$ cat config.mk
export PLATFORM = sky130hd
export DESIGN_NAME = cla_pipe_adder
export DESIGN_NICKNAME = d
export VERILOG_FILES = /design/src/rtl/cla_pipe_adder.sv
export SDC_FILE = /design/constraint.sdc
export NUM_CORES = 1
export LEC_CHECK = 0
export BUFFER_PORTS_ARGS = -buffer_cell sky130_fd_sc_hd__buf_2
export CELL_PAD_IN_SITES_DETAIL_PLACEMENT = 0
export CELL_PAD_IN_SITES_GLOBAL_PLACEMENT = 1
export CORE_MARGIN = 5
export CORE_UTILIZATION = 43
export DETAILED_ROUTE_END_ITERATION = 10
export PLACE_DENSITY = 0.82
export RECOVER_POWER = 25
export SETUP_SLACK_MARGIN = 0.3
export SYNTH_ARGS = -nofsm -noshare
export SYNTH_HDL_FRONTEND = slang
export SYNTH_SLANG_ARGS = --single-unit
export TNS_END_PERCENT = 5
$ cat constraint.sdc
create_clock -name clk -period 1.7 [get_ports clk]
set_input_delay 0.255 -clock clk [delete_from_list [all_inputs] [get_ports clk]]
set_output_delay 0.255 -clock clk [all_outputs]
set_load 0.03 [all_outputs]
$ cat src/rtl/cla_pipe_adder.sv
// cla_pipe_adder: two-stage pipelined carry-lookahead adder with valid/ready flow control.
//
// Stage 1 registers bit propagate/generate and 4-bit group propagate/generate.
// Stage 2 resolves group carries by lookahead over clusters of 4 groups (clusters
// chained), then in-group carries by 4-bit lookahead, and registers the result.
//
// Ports:
//   clk, rst_n         clock, asynchronous active-low reset
//   in_valid/in_ready  operand handshake (in_ready is combinational, independent of in_valid)
//   a, b, cin          operands and carry in
//   sub                (only with CLA_PIPE_SUB_EN) 1 = compute a - b
//   out_valid/out_ready result handshake
//   sum, cout, ovf     result, carry out of MSB, two's-complement overflow
//   gp, gg             whole-word propagate / generate (gg independent of cin)
//
// Optional feature macro: CLA_PIPE_SUB_EN (adds the sub port).

module cla_pipe_adder #(
  parameter int unsigned WIDTH = 16
) (
  input  logic             clk,
  input  logic             rst_n,
  input  logic             in_valid,
  output logic             in_ready,
`ifdef CLA_PIPE_SUB_EN
  input  logic             sub,
`endif
  input  logic [WIDTH-1:0] a,
  input  logic [WIDTH-1:0] b,
  input  logic             cin,
  output logic             out_valid,
  input  logic             out_ready,
  output logic [WIDTH-1:0] sum,
  output logic             cout,
  output logic             ovf,
  output logic             gp,
  output logic             gg
);

  localparam int NGRP = int'(WIDTH / 4);
  localparam int NCLU = (NGRP + 3) / 4;

  if ((WIDTH % 4) != 0 || WIDTH < 4 || WIDTH > 64) begin : g_width_chk
    $error("cla_pipe_adder: WIDTH must be a multiple of 4 in 4..64");
  end

  // Stage 1 operand conditioning
  logic [WIDTH-1:0] w_b;
  logic             w_cin;
`ifdef CLA_PIPE_SUB_EN
  assign w_b   = sub ? ~b : b;
  assign w_cin = sub | cin;  // subtraction forces carry-in = 1
`else
  assign w_b   = b;
  assign w_cin = cin;
`endif

  logic [WIDTH-1:0] w_p, w_g;
  logic [NGRP-1:0]  w_grp_p, w_grp_g;

  assign w_p = a ^ w_b;
  assign w_g = a & w_b;

  always_comb begin
    w_grp_p = '0;
    w_grp_g = '0;
    for (int j = 0; j < NGRP; j++) begin
      w_grp_p[j] = &w_p[4*j +: 4];
      w_grp_g[j] = w_g[4*j+3]
                 | (w_p[4*j+3] & w_g[4*j+2])
                 | (w_p[4*j+3] & w_p[4*j+2] & w_g[4*j+1])
                 | (w_p[4*j+3] & w_p[4*j+2] & w_p[4*j+1] & w_g[4*j]);
    end
  end

  // Flow control
  logic r_s1_valid, r_out_valid;
  logic w_adv2, w_acc;

  assign w_adv2   = r_s1_valid & (~r_out_valid | out_ready);
  assign in_ready = ~r_s1_valid | w_adv2;
  assign w_acc    = in_valid & in_ready;

  // Stage 1 registers
  logic [WIDTH-1:0] r_p, r_g;
  logic [NGRP-1:0]  r_grp_p, r_grp_g;
  logic             r_cin;

  always_ff @(posedge clk or negedge rst_n) begin
    if (!rst_n) begin
      r_s1_valid <= 1'b0;
      r_p        <= '0;
      r_g        <= '0;
      r_grp_p    <= '0;
      r_grp_g    <= '0;
      r_cin      <= 1'b0;
    end else if (w_acc) begin
      r_s1_valid <= 1'b1;
      r_p        <= w_p;
      r_g        <= w_g;
      r_grp_p    <= w_grp_p;
      r_grp_g    <= w_grp_g;
      r_cin      <= w_cin;
    end else if (w_adv2) begin
      r_s1_valid <= 1'b0;
    end
  end

  // Stage 2: group carries. Each group carry is a flat lookahead from its cluster's carry-in;
  // only the cluster carry-in chains between clusters.
  logic [NGRP:0] w_gc;

  always_comb begin
    logic [NGRP:0] v_gc;
    logic          v_acc, v_pp;
    v_gc    = '0;
    v_acc   = 1'b0;
    v_pp    = 1'b1;
    v_gc[0] = r_cin;
    for (int k = 0; k < NCLU; k++) begin
      for (int j = 1; j <= 4; j++) begin
        if (4*k + j <= NGRP) begin
          v_acc = 1'b0;
          v_pp  = 1'b1;
          for (int i = j - 1; i >= 0; i--) begin
            v_acc = v_acc | (v_pp & r_grp_g[4*k+i]);
            v_pp  = v_pp & r_grp_p[4*k+i];
          end
          v_gc[4*k+j] = v_acc | (v_pp & v_gc[4*k]);
        end
      end
    end
    w_gc = v_gc;
  end

  // In-group bit carries by 4-bit lookahead from each group's carry-in
  logic [WIDTH:0] w_c;

  always_comb begin
    logic [WIDTH:0] v_c;
    logic           v_acc, v_pp;
    v_c   = '0;
    v_acc = 1'b0;
    v_pp  = 1'b1;
    for (int j = 0; j < NGRP; j++) begin
      v_c[4*j] = w_gc[j];
      for (int m = 1; m <= 3; m++) begin
        v_acc = 1'b0;
        v_pp  = 1'b1;
        for (int i = m - 1; i >= 0; i--) begin
          v_acc = v_acc | (v_pp & r_g[4*j+i]);
          v_pp  = v_pp & r_p[4*j+i];
        end
        v_c[4*j+m] = v_acc | (v_pp & w_gc[j]);
      end
    end
    v_c[WIDTH] = w_gc[NGRP];
    w_c = v_c;
  end

  // Whole-word generate: group generates combined with an implicit carry-in of 0
  logic w_word_g;

  always_comb begin
    w_word_g = 1'b0;
    for (int j = 0; j < NGRP; j++) begin
      w_word_g = r_grp_g[j] | (r_grp_p[j] & w_word_g);
    end
  end

  // Stage 2 registers
  logic [WIDTH-1:0] r_sum;
  logic             r_cout, r_ovf, r_gp, r_gg;

  always_ff @(posedge clk or negedge rst_n) begin
    if (!rst_n) begin
      r_out_valid <= 1'b0;
      r_sum       <= '0;
      r_cout      <= 1'b0;
      r_ovf       <= 1'b0;
      r_gp        <= 1'b0;
      r_gg        <= 1'b0;
    end else if (w_adv2) begin
      r_out_valid <= 1'b1;
      r_sum       <= r_p ^ w_c[WIDTH-1:0];
      r_cout      <= w_c[WIDTH];
      r_ovf       <= w_c[WIDTH] ^ w_c[WIDTH-1];
      r_gp        <= &r_p;
      r_gg        <= w_word_g;
    end else if (out_ready) begin
      r_out_valid <= 1'b0;
    end
  end

  assign out_valid = r_out_valid;
  assign sum       = r_sum;
  assign cout      = r_cout;
  assign ovf       = r_ovf;
  assign gp        = r_gp;
  assign gg        = r_gg;

endmodule

* Word level (Yosys, flattened, before mapping)
Index checks and enable logic that the tools add are counted.
** Word-level totals
- Flip-flop bits (word level) :: 62
- Output and inout bits :: 22
** Cells by class
- Multiplexer cells :: 4
- Bitwise gates (word level) :: 132
- Reductions and logical operators :: 7
** Operators with widths (count)
- 1-bit bitwise AND :: 76
- 1-bit bitwise OR :: 50
- 16-bit bitwise XOR :: 2
- 16-bit bitwise AND :: 1
- 16-bit AND reduction :: 1
- 4-bit AND reduction :: 4
- 1-bit 2-to-1 mux :: 4
- 2-bit nonzero test :: 2
- 1-bit NOT :: 2
- 1-bit bitwise XOR :: 1

* Depth between registers and ports, before layout
Gate-level depths: netlist (run 1).
- Depth in word-level cells :: 7
- Mapped depth :: 7
- Mapped depth without buffers :: 7

* Worst setup path after synthesis (run 1)
No wires, ideal clock.
- Path type :: register to register
- From :: register r_out_valid (netlist: out_valid)
- To :: register r_g[10]
- Arrival :: 1.809 ns
- Required time :: 1.575 ns
- Path slack :: -0.234 ns
- Stages on the path, launching flop included :: 5
- Buffers on the path :: 1
- Clock period less this slack :: 1.934 ns
- Cells stage by stage :: dfrtp_1 nand3b_1 nand2_1 buf_2 mux2_2
** On the way
- Word-level cells in the longest chain between the ends :: 5
** Ends and longest elaborated chain
- start, declared :: line 77 : logic r_s1_valid, r_out_valid;
- start signal, assigned :: line 177 : r_out_valid <= 1'b0;
- start signal, assigned :: line 184 : r_out_valid <= 1'b1;
- start signal, assigned :: line 191 : r_out_valid <= 1'b0;
- 1-bit NOT :: line 80 : assign w_adv2 = r_s1_valid & (~r_out_valid | out_ready);
- 1-bit bitwise OR :: line 80
- 1-bit bitwise AND :: line 80
- 1-bit bitwise OR :: line 81 : assign in_ready = ~r_s1_valid | w_adv2;
- net in_ready :: line 24 : output logic in_ready,
- 1-bit bitwise AND :: line 82 : assign w_acc = in_valid & in_ready;
- end signal, assigned :: line 100 : r_g <= w_g;
- end, declared :: line 85 : logic [WIDTH-1:0] r_p, r_g;
The timed path passes the listed nets, and every way through them passes these cells.
A chain may end at the register's enable or synchronous reset.

* Worst setup path after layout (run 1)
- From :: register r_p[13]
- To :: register r_sum[14] (netlist: sum[14])
** On the way
- Word-level cells in the longest chain between the ends :: 4
- Elaborated cells on any way between the ends :: 6
** Ends and longest elaborated chain
- start, declared :: line 85
- start signal, assigned :: line 99 : r_p <= w_p;
- 1-bit bitwise AND, on equally long branches :: line 151, 152
- 1-bit bitwise OR or 1-bit bitwise AND (tied branches) :: line 151, 154
- 1-bit bitwise OR (*) :: line 154 : v_c[4*j+m] = v_acc | (v_pp & w_gc[j]);
- 16-bit bitwise XOR (*) :: line 185 : r_sum <= r_p ^ w_c[WIDTH-1:0];
- end signal, assigned :: line 185
- end, declared :: line 172 : logic [WIDTH-1:0] r_sum;
Every way passes the cells marked *; elsewhere a longest branch is shown, timed or not.

==> key figures, run 1 <==
Timing
  • Fmax: 641.4 MHz
  • RSZ-0062 raised after global routing: yes
  • Minimum clock period: 1559 ps
  • Worst rel slew slack: 46.48%
  • Setup TNS: 0 ps
  • Fin. Hold Viols: 0
  • Tcrit/Tclk final: 91.70%
  • Final slew viol count: 0
  • Setup violations, final: 0
  • Hold_ws: 163.8 ps
  • Clock Skews: 10.41 ps
  • Worst-margin pin slew: 802.8 ps

Routing
  • Total number of vias: 2336
  • Post-DR vias/cell: 5.297
  • Remaining DRCs: 0
  • Final ANT Viol Nets: 0
  • WL per Instance: 15.67 microns
  • WL final: 6.909 mm
  • Initial DRC count: 76
  • DRT Pass-1 Iters: 4

Clock tree
  • TritonCTS clock tree: yes
  • Number of buffers created by CTS: 9
  • # clock sinks: 59
  • CTS H-tree depth: 3
  • Reg clk slew, reported paths: 70 ps
  • Clock buffer depth: 2
  • Later-pin clock latency in the skew report: 340 ps
  • Root buf cell: clkbuf_8

GRT
  • Met3 Usage GRT: 4.183%
  • Grt ovf: 0
  • Vias in the first global route: 2358
  • Routing usage on met1: 23.00%
  • GR peak layer: met2
  • First-pass GRT wire length: 11.39 mm
  • M2 GR Usage: 25.55%
  • Largest net degree at the start of global routing: 60
  • Total track usage: 16.71%
  • Initial antenna violation count: 0

Synth
  • Synth Flop Type: dfrtp_1
  • Adder-cell share of the synthesized area: 8.403%
  • Simple-Gate Fraction of Synth Area: 12.77%
  • Commonest cells post-synth: dfrtp_1, nand2_1, mux2_2
  • Syn avg cell area: 10.91 sq um
  • Syn Inst Count: 273
  • Fraction of registers with async set/reset: 100.0%
  • Compound-Gate Fraction of Synth Area: 15.04%
  • Count leader, synth: dfrtp_1
  • Main combinational cell family by area after synthesis: compound AO/OA/AOI/OAI gates
  • Synth Warn #: 0
  • Largest cells by area after synthesis: dfrtp_1, mux2_2, ha_1
  • Seq/Total Area, Yosys: 49.58%
  • Yosys top cell by area: dfrtp_1
  • Number of flops mapped to enable cells by yosys: 0
  • Post-synthesis mux area share: 10.97%
  • Synthesized area: 2978 sq um
  • Post-synth top area share: 49.58%
  • XOR/XNOR Fraction of Synth Area: 1.471%
  • Synth unique cells: 37
  • Syn_nets: 330
  • Seq cells post-synth: 59

Setup path
  • CP max stage delay: 510 ps
  • Req. time, crit path: 1920 ps
  • CP Buf/Inv Count: 1
  • CP Class: reg2reg
  • Critical path's slowest cell: or4_1
  • CP Launch Type: flop
  • CP delay by family, top: simple AND/OR/NAND/NOR gates
  • Cell Chain, Critical Path: a21o_1 -> buf_4 -> or4_1 -> a31o_2
  • Crit path DAT: 1780 ps
  • CP endpoint kind: flop
  • Worst-path fanout max: 4

Hold path
  • Tightest Hold Check Type: in2reg

Die
  • Die Height: 93.22 microns
  • CORE AREA: 6756 sq um
  • Num rows: 30
  • Ports: 59
  • Initial Util: 44.07%
  • Total die area: 8690 sq um
  • Chip Width: 93.22 microns

Placed design
  • Placed cell count: 411
  • Final Wtd Congestion: 0.8247
  • I/O Buffers: 58
  • Dpl hpwl: 5.019 mm

Finish
  • Share of cells above drive strength 1: 37.67%
  • Diode count: 0
  • Non-Filler Instances: 441
  • Nets@finish: 413
  • Area growth syn-to-layout: 25.97%

Power
  • Clock power frac: 25.1%
  • Power Total: 0.004545 W
  • Comb pwr share: 32.0%
  • Pwr dens: 1212 nW/um^2
  • VDD IR max: 0.3929 mV
  • Int Pwr: 0.002917 W
  • Switching power: 0.001627 W
  • Net Sw Frac: 35.81%
  • Flop pwr share: 43.0%
  • Lkg Pwr: 1.884 nW

Job
  • Max Cap Viol: 0

Status
  • Status: finished, final reports clean
## state kept, by name (all words and copies together) (netlist names)
name	count
gp	1
r_cin	1
r_s1_valid	1
ovf	1
r_g	12
out_valid	1
r_grp_g	4
sum	16
gg	1
r_grp_p	4
cout	1
r_p	16
## per-stage QoR
step | instance area (sq um) | worst slack, ps | utilization (%)
after floorplan | 3005 | 38.57 | -
after global placement | 3428 | 89.02 | 50.74
after detailed placement | 3428 | 39.52 | 50.74
after CTS | 3720 | 149.7 | 55.06
after global routing | 3751 | 53.40 | 55.52
final | 3751 | 141.0 | 55.52
## cells in the final DEF, fill, tap and decap left out, types with 2 or more instances in the layout
cell,count
clkbuf_8,11
o21a_1,2
a31oi_1,2
buf_2,58
o31a_1,2
dfrtp_2,3
xor2_1,4
nand2_2,2
buf_4,19
nand2_1,32
nor3_1,2
o21ai_1,2
o2111ai_1,3
ha_1,19
o31ai_1,2
nand4_1,8
clkbuf_1,3
o21ai_0,22
a21boi_0,2
nor2_1,8
mux2_2,29
clkinv_2,2
dfrtp_1,56
a21oi_1,6
and2_1,2
and3_1,3
nand3_1,8
inv_1,5
or4_1,4
a21o_1,15
nand2b_1,3
## power by group through the flow
| stage | logic [W] | clock network, W | registers [W] |
|---|---|---|---|
| detailed placement | 0.00135 | 0 | 0.00198 |
| CTS | 0.00144 | 0.00116 | 0.00194 |
| finish | 0.00145 | 0.00114 | 0.00195 |
| floorplan | 0.000615 | 0 | 0.00224 |
| global placement | 0.00133 | 0 | 0.00196 |
| global route | 0.00160 | 0.00124 | 0.00199 |
## final timing paths
| path | startpoint | end | slack (ps) | cells after the start |
|---|---|---|---|---|
| max | r_p[13] | sum[14] | 140 | 4 |
| min in group asynchronous | rst_n | r_g[2] | 650 | 3 |
| min | in_valid | r_s1_valid | 160 | 2 |
| max reg2reg | r_p[13] | sum[14] | 140 | 4 |
| max in group asynchronous | rst_n | r_grp_p[2] | 470 | 3 |
| min reg2reg | sum[0] | sum[0] | 470 | 2 |
## cells by family after synthesis
kind of cell,Yosys count
simple gates,79
xor+xnor,5
compound gates,68
fa+ha+maj,20
flops,59
mux,29
buf+inv,13
## timing repair
action / in CTS / in global routing
hold endpoints to repair: 59 / 0
setup buffers: 12 / 1
pin swaps: 11 / 6
hold buffers: 1 / 0
endpoints found under the setup margin: 41 / 46
gates resized for setup: 6 / 10
## per-layer routing
metal / vias to the layer above / wire length, microns
met3: 7 / 328
met2: 45 / 3151
li1: 1172 / -
met5: - / 0
met1: 1112 / 3357
met4: 0 / 72
## worst register-to-register path: stages (launching register included)
cell	delay, ps
dfrtp_1	400
a21o_1	190
buf_4	140
or4_1	510
a31o_2	210
## cell type report
cell class / count / area (sq um)
Fill cell: 620 / 3005
Multi-Input combinational cell: 201 / 1509
Sequential cell: 59 / 1480
Timing Repair Buffer: 80 / 470.5
Clock buffer: 14 / 162.7
Tap cell: 80 / 100.1
Inverter: 5 / 18.77
Clock inverter: 2 / 10.01
Note: power is estimated with default switching activity, not from simulation.
==> inputs of run 2 (changes only) <==
--- a/config.mk
+++ b/config.mk
@@ -9,9 +9,9 @@
 export CELL_PAD_IN_SITES_DETAIL_PLACEMENT = 0
 export CELL_PAD_IN_SITES_GLOBAL_PLACEMENT = 1
 export CORE_MARGIN = 5
-export CORE_UTILIZATION = 43
+export CORE_UTILIZATION = 39
 export DETAILED_ROUTE_END_ITERATION = 10
-export PLACE_DENSITY = 0.82
+export PLACE_DENSITY = 0.78
 export RECOVER_POWER = 25
 export SETUP_SLACK_MARGIN = 0.3
 export SYNTH_ARGS = -nofsm -noshare
==> constraint.sdc (replaced) <==
create_clock -name clk -period 1.3 [get_ports clk]
set_input_delay 0.195 -clock clk [delete_from_list [all_inputs] [get_ports clk]]
set_output_delay 0.195 -clock clk [all_outputs]
set_load 0.03 [all_outputs]
==> key figures, run 2 (synthesis results as in run 1) <==
Power
  • Int Pwr: 0.004782 W (was 0.002917 W)
  • Pwr dens: 1649 nW/um^2 (was 1212 nW/um^2)
  • Flop pwr share: 37.1% (was 43.0%)
  • Net Sw Frac: 32.15% (was 35.81%)
  • Comb pwr share: 34.1% (was 32.0%)
  • Lkg Pwr: 2.160 nW (was 1.884 nW)
  • Switching power: 0.002266 W (was 0.001627 W)
  • Power Total: 0.007048 W (was 0.004545 W)
  • VDD IR max: 0.5685 mV (was 0.3929 mV)
  • Clock power frac: 28.8% (was 25.1%)

Routing
  • Post-DR vias/cell: 5.010 (was 5.297)
  • Final ANT Viol Nets: 0 (unchanged)
  • DRT Pass-1 Iters: 4 (unchanged)
  • Remaining DRCs: 0 (unchanged)
  • WL final: 7.285 mm (was 6.909 mm)
  • WL per Instance: 15.18 microns (was 15.67 microns)
  • Initial DRC count: 102 (was 76)
  • Total number of vias: 2405 (was 2336)

Setup path
  • Crit path DAT: 1790 ps (was 1780 ps)
  • CP max stage delay: 510 ps (about the same)
  • CP Launch Type: flop (unchanged)
  • CP delay by family, top: compound AO/OA/AOI/OAI gates (was simple AND/OR/NAND/NOR gates)
  • Worst-path fanout max: 6 (was 4)
  • Cell Chain, Critical Path: a21oi_2 -> a21oi_1 -> or4_1 -> a31o_2 (was a21o_1 -> buf_4 -> or4_1 -> a31o_2)
  • CP Buf/Inv Count: 0 (was 1)
  • CP startpoint: r_grp_p[1] (was r_p[13])
  • CP endpoint kind: flop (unchanged)
  • RR Startpoint: r_grp_p[1] (was r_p[13])
  • Critical path's slowest cell: or4_1 (unchanged)
  • Req. time, crit path: 1530 ps (was 1920 ps)
  • CP Class: reg2reg (unchanged)

Die
  • Die Height: 97.38 microns (was 93.22 microns)
  • Chip Width: 97.38 microns (was 93.22 microns)
  • Initial Util: 40.62% (was 44.07%)
  • Total die area: 9483 sq um (was 8690 sq um)
  • CORE AREA: 7331 sq um (was 6756 sq um)
  • Num rows: 31 (was 30)
  • Ports: 59 (unchanged)

GRT
  • Initial antenna violation count: 0 (unchanged)
  • Largest net degree at the start of global routing: 60 (unchanged)
  • Total track usage: 15.88% (was 16.71%)
  • First-pass GRT wire length: 12.28 mm (was 11.39 mm)
  • Grt ovf: 0 (unchanged)
  • Vias in the first global route: 2527 (was 2358)

Timing
  • Minimum clock period: 1556 ps (was 1559 ps)
  • Fmax: 642.9 MHz (was 641.4 MHz)
  • Setup violations, final: 19 (was 0)
  • Fin. Hold Viols: 0 (unchanged)
  • Tcrit/Tclk final: 119.7% (was 91.70%)
  • Hold_ws: 101.6 ps (was 163.8 ps)
  • Worst-margin pin slew: 801.4 ps (was 802.8 ps)
  • Clock Skews: 9.816 ps (was 10.41 ps)
  • Worst Slack Setup Final: -255.6 ps (was 141.0 ps)
  • Worst rel slew slack: 46.57% (was 46.48%)
  • RSZ-0062 raised after global routing: yes (unchanged)
  • Final slew viol count: 0 (unchanged)

Finish
  • Multi-input gate area: 1613 sq um (was 1509 sq um)
  • Final Core Density: 58.29% (was 55.52%)
  • Nets@finish: 433 (was 413)
  • Area growth syn-to-layout: 43.49% (was 25.97%)
  • Most common cell after layout, fill and taps aside: dfrtp_1 (was buf_2)
  • Non-Filler Instances: 480 (was 441)
  • Share of cells above drive strength 1: 43.31% (was 37.67%)
  • Most frequent cells in the layout: dfrtp_1, buf_2, nand2_1, buf_4, buf_6 (was buf_2, dfrtp_1, nand2_1)
  • Diode count: 0 (unchanged)
  • Fillers: 596 (was 620)
  • Register area: 1479 sq um (was 1480 sq um)

Hold path
  • Tightest Hold Check Type: in2reg (unchanged)
  • HP Start: in_valid (unchanged)

Clock tree
  • # clock sinks: 59 (unchanged)
  • Clock buffer depth: 2 (unchanged)
  • Reg clk slew, reported paths: 70 ps (about the same)
  • CTS H-tree depth: 3 (unchanged)
  • Number of buffers created by CTS: 9 (unchanged)
  • TritonCTS clock tree: yes (unchanged)
  • Later-pin clock latency in the skew report: 340 ps (about the same)
  • Root buf cell: clkbuf_8 (unchanged)

Placed design
  • I/O Buffers: 58 (unchanged)
  • Dpl hpwl: 5.293 mm (was 5.019 mm)
  • Final Wtd Congestion: 0.8148 (was 0.8247)
  • Placed cell count: 459 (was 411)

Job
  • Max Cap Viol: 0 (unchanged)

Status
  • Status: finished with violations (was finished, final reports clean)
  • Failing checks: setup timing
-- run 2: final timing paths --
| check | endpoint | slack (ps) | cells past startpoint |
|---|---|---|---|
| setup / recovery | sum[14] | -260 | 4 |
| hold / removal | r_s1_valid | 100 | 2 |
| setup reg to reg | sum[14] | -260 | 4 |
| hold reg to reg | sum[12] | 500 | 2 |
| max in group asynchronous | r_grp_p[1] | 140 | 3 |
| min in group asynchronous | r_p[5] | 600 | 3 |
-- run 2: metrics by stage --
stage	setup TNS (ps)	setup slack, ps	cell area (sq um)
after floorplan	-14180	-361.4	3005
after global placement	-2718	-344.4	3682
after detailed placement	-3147	-348.7	3682
after CTS	-1895	-227.4	4187
after global routing	-4402	-323.1	4273
final	-2235	-255.6	4273
-- run 2: layout make-up --
type	count	area share (%)
clock buffers	11	3.309
repair buffers	100	18.65
multi-input cells	201	37.75
well taps	99	2.899
clock inverters	5	2.343
flip-flops and latches	59	34.61
inverters	5	0.4392
-- run 2: power by group through the flow --
stage	registers (W)	clock network [W]	logic [W]
6_report	0.00262	0.00203	0.00240
3_3_place_gp	0.00254	0	0.00194
4_1_cts	0.00260	0.00207	0.00234
2_1_floorplan	0.00292	0	0.000805
5_1_grt	0.00267	0.00216	0.00261
3_5_place_dp	0.00256	0	0.00197
-- run 2: layer usage --
layer	vias to the layer above	track usage (%)	share of wire, %
li1	1209	-	-
met1	1129	21.49	46
met5	-	0	0
met4	0	6.709	1.8
met2	55	24.99	48
met3	12	2.872	4.2
-- run 2: what timing repair did --
item,4_1_cts,5_1_grt
gates cloned,0,0
hold buffers,1,0
buffers inserted,3,1
resized for setup,80,24
setup endpoints to repair,79,79
hold endpoints to repair,59,0
pin swaps,25,1
